===== src/rtl/uart_rx.sv =====
// 8N1 UART receiver: two-flop line synchroniser, mid-bit sampling FSM and a
// single-entry valid/ready output buffer with framing-error and overrun pulses.
module uart_rx #(
  parameter int FREQ = 27_000_000,
  parameter int BAUD = 115_200
) (
  input  logic       clk_i,
  input  logic       rst_i,
  input  logic       rx_i,
  output logic [7:0] data_o,
  output logic       valid_o,
  input  logic       ready_i,
  output logic       frame_err_o,
  output logic       overrun_o,
  output logic       busy_o
);

  // state   | meaning
  // IDLE    | line idle, waiting for a low rx_s
  // START   | qualifying the start bit at half a bit time
  // DATA    | sampling 8 data bits, LSB first, at mid-bit
  // STOP    | sampling the stop bit
  // WAIT_HI | bad stop / break: wait for the line to return high

  localparam int CLKS_PER_BIT = FREQ / BAUD;
  localparam int CW = (CLKS_PER_BIT > 2) ? $clog2(CLKS_PER_BIT) : 1;
  localparam logic [CW-1:0] CNT_LAST = CW'(CLKS_PER_BIT - 1);
  localparam logic [CW-1:0] CNT_HALF = CW'(CLKS_PER_BIT / 2 - 1);

  if (CLKS_PER_BIT < 4) begin : g_baud_check
    $error("uart_rx: FREQ/BAUD must be at least 4");
  end

  typedef enum logic [2:0] {
    IDLE    = 3'd0,
    START   = 3'd1,
    DATA    = 3'd2,
    STOP    = 3'd3,
    WAIT_HI = 3'd4
  } state_t;

  state_t        state_q, state_d;
  logic          rx_meta_q, rx_s_q;
  logic [CW-1:0] cnt_q, cnt_d;
  logic [2:0]    idx_q, idx_d;
  logic [7:0]    shreg_q, shreg_d;
  logic [7:0]    data_q, data_d;
  logic          valid_q, valid_d;
  logic          frame_err_q, frame_err_d;
  logic          overrun_q, overrun_d;
  logic          deliver;

  always_ff @(posedge clk_i) begin
    if (rst_i) begin
      rx_meta_q <= 1'b1;
      rx_s_q    <= 1'b1;
    end else begin
      rx_meta_q <= rx_i;
      rx_s_q    <= rx_meta_q;
    end
  end

  always_ff @(posedge clk_i) begin
    if (rst_i) begin
      state_q     <= IDLE;
      cnt_q       <= '0;
      idx_q       <= '0;
      shreg_q     <= '0;
      data_q      <= '0;
      valid_q     <= 1'b0;
      frame_err_q <= 1'b0;
      overrun_q   <= 1'b0;
    end else begin
      state_q     <= state_d;
      cnt_q       <= cnt_d;
      idx_q       <= idx_d;
      shreg_q     <= shreg_d;
      data_q      <= data_d;
      valid_q     <= valid_d;
      frame_err_q <= frame_err_d;
      overrun_q   <= overrun_d;
    end
  end

  always_comb begin
    state_d     = state_q;
    cnt_d       = cnt_q + CW'(1);
    idx_d       = idx_q;
    shreg_d     = shreg_q;
    data_d      = data_q;
    valid_d     = valid_q;
    frame_err_d = 1'b0;
    overrun_d   = 1'b0;
    deliver     = 1'b0;

    if (valid_q && ready_i) begin
      valid_d = 1'b0;
    end

    unique case (state_q)
      IDLE: begin
        cnt_d = '0;
        if (!rx_s_q) begin
          state_d = START;
        end
      end
      START: begin
        if (cnt_q == CNT_HALF) begin
          cnt_d = '0;
          if (!rx_s_q) begin
            state_d = DATA;
            idx_d   = '0;
          end else begin
            state_d = IDLE;
          end
        end
      end
      DATA: begin
        if (cnt_q == CNT_LAST) begin
          cnt_d   = '0;
          shreg_d = {rx_s_q, shreg_q[7:1]};
          idx_d   = idx_q + 3'd1;
          if (idx_q == 3'd7) begin
            state_d = STOP;
          end
        end
      end
      STOP: begin
        if (cnt_q == CNT_LAST) begin
          cnt_d = '0;
          if (rx_s_q) begin
            state_d = IDLE;
            deliver = 1'b1;
          end else begin
            state_d     = WAIT_HI;
            frame_err_d = 1'b1;
          end
        end
      end
      WAIT_HI: begin
        cnt_d = '0;
        if (rx_s_q) begin
          state_d = IDLE;
        end
      end
      default: begin
        state_d = IDLE;
        cnt_d   = '0;
      end
    endcase

    // A consumer draining on the same edge frees the slot for the new byte.
    if (deliver) begin
      if (!valid_q || ready_i) begin
        data_d  = shreg_q;
        valid_d = 1'b1;
      end else begin
        overrun_d = 1'b1;
      end
    end
  end

  assign data_o      = data_q;
  assign valid_o     = valid_q;
  assign frame_err_o = frame_err_q;
  assign overrun_o   = overrun_q;
  assign busy_o      = (state_q != IDLE);

endmodule


===== config.mk =====
export PLATFORM = sky130hd
export DESIGN_NAME = uart_rx
export DESIGN_NICKNAME = d
export VERILOG_FILES = /design/src/rtl/uart_rx.sv
export SDC_FILE = /design/constraint.sdc
export NUM_CORES = 1
export LEC_CHECK = 0
export ABC_AREA = 1
export CAP_MARGIN = 10
export CORE_MARGIN = 2
export CORE_UTILIZATION = 49
export DETAILED_ROUTE_END_ITERATION = 16
export PLACE_DENSITY = 0.79
export SLEW_MARGIN = 20
export SYNTH_ARGS = -nofsm -noshare
export SYNTH_HDL_FRONTEND = slang
export SYNTH_SLANG_ARGS = --single-unit

===== constraint.sdc =====
create_clock -name clk_i -period 1.3 [get_ports clk_i]
set_input_delay 0.26 -clock clk_i [delete_from_list [all_inputs] [get_ports clk_i]]
set_output_delay 0.26 -clock clk_i [all_outputs]
set_load 0.1 [all_outputs]

==> results of run 1 <==
logic make-up after synthesis:
family	synth area share [%]
compound gates	7.71
buf+inv	6.64
flops	45.9
fa+ha+maj	4.10
simple gates	33.3
xor+xnor	2.30
power by group through the flow:
stage / clock (W) / sequential, W / combinational, W
6_report: 0.000567 / 0.00123 / 0.00135
5_1_grt: 0.000625 / 0.00123 / 0.00146
4_1_cts: 0.000578 / 0.00122 / 0.00121
3_5_place_dp: 0 / 0.00122 / 0.00101
3_3_place_gp: 0 / 0.00122 / 0.000988
2_1_floorplan: 0 / 0.00121 / 0.000709
timing repair:
| action | CTS | global route |
|---|---|---|
| pin swaps | 18 | 30 |
| setup buffers | 3 | 5 |
| hold endpoints to repair | 0 | 0 |
| endpoints found under the setup margin | 31 | 33 |
| gates resized for setup | 27 | 43 |
flip-flops by register name (all words and copies together) (netlist names):
name / flops
cnt_q: 8
data_o: 8
shreg_q: 8
idx_q: 3
state_q: 3
frame_err_o: 1
overrun_o: 1
rx_meta_q: 1
rx_s_q: 1
valid_o: 1
cell usage after synthesis (2+ instances only):
library cell,number
a21oi_1,13
clkbuf_1,4
dfxtp_1,35
ha_1,5
inv_1,14
inv_2,6
nand2_1,42
nand2_2,3
nand3_1,4
nand3_2,2
nand4_1,10
nor2_1,40
o21ai_0,8
or2_2,3
xnor2_1,2
xor2_1,2
path summary, 6_finish.rpt:
path / from / endpoint
worst max-delay path: cnt_q[1] / cnt_q[3]
worst min-delay path: rx_meta_q / rx_s_q
worst max register to register: cnt_q[1] / cnt_q[3]
worst min register to register: rx_meta_q / rx_s_q
per-stage QoR:
step                instances  instance area, um^2  setup WS (ns)  setup TNS (ns)  power (W)
floorplan                 201                 1530        0.00887               0    0.00192
global placement          262                 1970        -0.0524          -0.419    0.00221
detailed placement        262                 1970         -0.108           -2.20    0.00223
CTS                       273                 2130        -0.0719           -1.36    0.00301
global route              278                 2290         -0.204           -5.07    0.00332
finish                    278                 2290        -0.0992           -1.86    0.00314
per-layer routing:
layer  up-vias  wire length, um  GRT usage, %  part of all wire [%]
met1       689             1770          26.6                    44
li1        728                -             -                     -
met3        10              188          6.93                   4.6
met5         -                0             0                     0
met4         0               91          7.94                   2.2
met2        44             2010          34.6                    50
cell type report:
class,count,area share (%)
multi-input combinational,141,39.4
inverter,20,3.39
clock inverter,1,0.218
timing repair buffer,41,21.8
sequential,35,31.3
clock buffer,7,1.97
tap,33,1.80
==> summary.txt, run 1 <==
Status
  – Status: finished with violations
  – Failing checks: negative setup slack

Critical path
  – Critical Path AT: ~1.6 ns
  – Worst reg-to-reg path cell count: 10
  – Top delay family on crit path: simple AND/OR/NAND/NOR gates
  – Slowest Stage Delay on Critical Path: about 0.34 ns
  – Kind of critical path: reg2reg
  – Crit-path max FO: 8
  – Worst Setup End Kind: flop
  – WP data required: around 1.5 ns
  – CP cell instances: inv_2 > buf_6 > ha_4 > inv_2 > nor2_1 > nand2_1 > nand2_2 > nand2_2 > o211ai_4 > nor2_1
  – Critical path startpoint category: flop
  – Slowest-stage cell, CP: dfxtp_2
  – Reg2Reg Setup Slack: -0.1 ns
  – Worst path bufs/invs: 3
  – CP Depth: 10

Route
  – 1st-pass router iterations: 4
  – Post-Route WL: 4.05 mm
  – DRC Markers: 0
  – Via-per-instance ratio: 5.29
  – Drt wl/cell: 14.6 um
  – Vias: 1471
  – Detail Route Antenna Nets: 0
  – Iteration-0 DRC Markers: 78

GRT
  – Vias in the first global route: roughly 1300
  – Total Routing Usage GR: ~21%
  – Largest net degree at the start of global routing: 11
  – First-pass GRT wire length: around 5.7 mm
  – Antenna violations before repair: 0
  – GR Overflow Total: 0

STA
  – Fin. max-slew vios: 0
  – Final setup viols: 30
  – Worst Tran Pin Value: ~0.38 ns
  – Fmax achieved: around 710 MHz
  – Final Cycle Share: 108%
  – Minimum clock period: approximately 1.4 ns
  – Worst hold slack: 0.436 ns
  – Unrepaired setup endpoints after global routing: true
  – Skew final: 0.00750 ns
  – Slew HR: about three quarters
  – Final worst slack: -0.0992 ns
  – Count of final hold-check violations: 0

Placement
  – Detail Placement HPWL: roughly 2.3 mm
  – Buffers added on ports: 15
  – Global placement routability congestion: roughly 0.86

Die
  – Core area: 3000 um^2
  – FP Rows: 20
  – Die Span Y: about 60 um
  – Initial Util: between 50% and 60%
  – DIE AREA: between 3000 and 4000 um^2
  – Die X-Extent: approximately 60 um
  – Num ports: 16

Run
  – Max capacitance violation total: 0

Clocking
  – H-tree Lvls: 2
  – Clock buffer count from CTS: 5
  – CTS tree: done
  – Clk_lat worst skew: ~0.35 ns
  – Clock tree sinks: 35
  – Clock transition at path regs: 0.10 ns
  – Root buffer cell: clkbuf_4
  – # hold bufs at CTS: 0
  – Clk buf depth: 2

Final layout
  – Util after Layout: between 70% and 80%
  – Most common cell after layout, fill and taps aside: nor2_1
  – Register Area: roughly 720 um^2
  – Diodes inserted: 0
  – Layout Nets: 253
  – Synth-to-Final Area Change: 50.2%
  – Fillers: 186
  – Footprint of the multi-input gates: roughly 900 um^2
  – Commonest non-fill, non-tap cells in the layout: nor2_1, nand2_1, dfxtp_1
  – Share of layout cells above drive strength 1: between 40% and 50%

Hold path
  – WHS Path Cells: 1
  – Worst hold path class: reg2reg

Power
  – Sw frac: 40.4%
  – Switch Pwr: 0.00127 W
  – Combinational power share: a little over two fifths
  – Internal: roughly 0.0019 W
  – VDD IR max: approximately 0.002 V
  – Pwr/cell area: about 1400 nW/um^2
  – Leakage: roughly 0.96 nW
  – Seq pwr share: roughly two fifths
  – Power share of the clock group: ~18%

Synth
  – Main area contributors after synthesis: dfxtp_1, nand2_1, nor2_1
  – Synthesized area per cell: approximately 7.6 um^2
  – EDFF count, synth: 0
  – Cell accounting for the most synthesized area: dfxtp_1
  – Warning count from the yosys run: 0
  – Cell Area, Synth: ~1500 um^2
  – Top cell type's share of synthesized area: between 40% and 50%
  – Seq/Total Area, Yosys: 45.9%
  – Post-synthesis cell count: about 200
  – Post-synth ARST share: 0%
  – Synthesized Nets: 210
  – Count of cell types in the netlist: 24
  – FF+latch count, synth: 35
  – Leading register cell type out of synthesis: dfxtp_1
Note: power is estimated with default switching activity, not from simulation.
==> run 2: changes to the inputs <==
GPL_TIMING_DRIVEN = 0   (was default)
==> summary.txt, run 2 (synthesized netlist as in run 1, its figures left out) <==
STA
  – Final Cycle Share: 106%
  – Final worst slack: -0.0774 ns
  – Unrepaired setup endpoints after global routing: true
  – Final setup viols: 30
  – Worst hold slack: 0.263 ns
  – Slew HR: around three fifths
  – Minimum clock period: about 1.4 ns
  – Worst Tran Pin Value: about 0.59 ns
  – Fin. max-slew vios: 0
  – Skew final: 0.00551 ns
  – Count of final hold-check violations: 0
  – Fmax achieved: 726 MHz

Critical path
  – CP cell instances: inv_2 > ha_4 > nand2_1 > nor2_1 > nand2_2 > inv_4 > nand3_4 > nand2_1 > a21oi_1
  – Slowest-stage cell, CP: dfxtp_2
  – Crit-path max FO: 10
  – CP most frequent cell: nand2_1
  – Worst r2r dst: data_o[0]
  – Worst reg-to-reg path cell count: 9
  – Critical path startpoint category: flop
  – Slowest Stage Delay on Critical Path: 0.34 ns
  – WP data required: around 1.5 ns
  – Kind of critical path: reg2reg
  – Reg2Reg Setup Slack: -0.08 ns
  – Worst Setup End Kind: flop
  – Critical Path AT: between 1.5 and 2 ns
  – Critical register-to-register path startpoint: cnt_q[1]

Hold path
  – Hold path startpoint: rst_i
  – Hold Path End: data_o[1]
  – WHS Path Cells: 2
  – Worst hold path class: in2reg

Final layout
  – Layout Nets: roughly 230
  – Final instance area: 1930 um^2
  – Commonest non-fill, non-tap cells in the layout: nor2_1, nand2_1, dfxtp_1
  – Share of layout cells above drive strength 1: roughly a third
  – Non-Filler Instances: between 200 and 300
  – Synth-to-Final Area Change: 26.3%
  – Diodes inserted: 0
  – Most common cell after layout, fill and taps aside: nor2_1

Clocking
  – H-tree Lvls: 2
  – Clock tree sinks: 35
  – Root buffer cell: clkbuf_4
  – Clock transition at path regs: roughly 0.1 ns
  – Clk_lat worst skew: between 0.3 and 0.4 ns
  – CTS tree: done
  – # hold bufs at CTS: 0
  – Clk buf depth: 2
  – Clock buffer count from CTS: 5

Route
  – Via-per-instance ratio: between 4 and 5
  – Iteration-0 DRC Markers: 53
  – DRC Markers: 0
  – Drt wl/cell: between 10 and 15 um
  – Vias: 1286
  – 1st-pass router iterations: 4
  – Post-Route WL: just under 3 mm
  – Detail Route Antenna Nets: 0

Placement
  – DP Cell Count: about 250
  – Area post-placement: 1710 um^2
  – Pre-CTS WS: -0.678 ns
  – Detail Placement HPWL: between 1.5 and 2 mm
  – Global placement routability congestion: approximately 0.81
  – Buffers added on ports: 14

GRT
  – First-pass GRT wire length: approximately 4.9 mm
  – GR Overflow Total: 0
  – Total Routing Usage GR: between 10% and 20%
  – Largest net degree at the start of global routing: 12
  – Antenna violations before repair: 0
  – Vias in the first global route: approximately 1200

Status
  – Failing checks: negative setup slack
  – Status: finished with violations

Power
  – Leakage: roughly 0.8 nW
  – Internal: 0.00193 W
  – Combinational power share: ~34%
  – VDD IR max: 0.000661 V
  – Seq pwr share: just under 40%
  – Sw frac: around 37%
  – Power share of the clock group: around a quarter
  – Pwr/cell area: 1600 nW/um^2
  – Switch Pwr: approximately 0.0011 W

Die
  – Num ports: 16
  – DIE AREA: approximately 3600 um^2
  – FP Rows: 20
  – Core area: 3000 um^2
  – Die Span Y: 59.8 um
  – Initial Util: about half
  – Die X-Extent: 59.8 um

Run
  – Max capacitance violation total: 0
-- run 2: cell type report --
type,instances,area [um^2]
timing repair buffer,17,144
fill,258,1080
clock buffer,6,51.3
sequential,35,712
multi-input combinational,141,840
buffer,5,26.3
tap,33,41.3
clock inverter,2,35.0
inverter,20,77.6
-- run 2: timing repair --
item | in CTS | in global routing
setup endpoints to repair | 43 | 33
pin swaps | 10 | 5
setup buffers | 2 | 0
resized for setup | 109 | 11
cloned | 1 | 0
-- run 2: per-layer routing --
metal	routed length, um	global-route usage [%]	vias to the layer above
li1	-	-	692
met1	1370	23.4	558
met2	1350	28.0	27
met3	103	7.14	9
met4	89	9.52	0
met5	0	0	-
-- run 2: power by group through the flow --
stage                     clock (W)  combinational [W]  sequential, W
after CTS                  0.000826           0.000988        0.00122
after floorplan                   0           0.000709        0.00121
after global placement            0           0.000804        0.00123
final                      0.000805            0.00106        0.00122
after detailed placement          0           0.000807        0.00123
after global routing       0.000868            0.00118        0.00123
-- run 2: critical path, delay by kind of cell (launching register included) --
kind                     cells  cell delay (ns)
AO/OA/AOI/OAI                1             0.06
adder cells (fa/ha/maj)      1             0.12
buffers and inverters        2             0.22
flip-flops                   1             0.34
AND/OR/NAND/NOR              5             0.52
-- run 2: worst max path at each step --
stage | startpoint | slack (ns) | to
2_1_floorplan | valid_o | 0.009 | data_o[2]
5_1_grt | cnt_q[1] | -0.23 | shreg_q[7]
3_3_place_gp | state_q[0] | -0.68 | busy_o
4_1_cts | cnt_q[1] | -0.06 | cnt_q[6]
3_5_place_dp | state_q[0] | -0.68 | busy_o
6_report | cnt_q[1] | -0.08 | data_o[0]
-- run 2: stage by stage --
step                      total power, W  util [%]  TNS [ns]
after floorplan                  0.00192         -         0
after global placement           0.00203      57.1     -8.50
after detailed placement         0.00203      57.1     -9.43
after CTS                        0.00303      63.0     -1.09
after global routing             0.00327      64.2     -5.38
final                            0.00308      64.2     -1.39
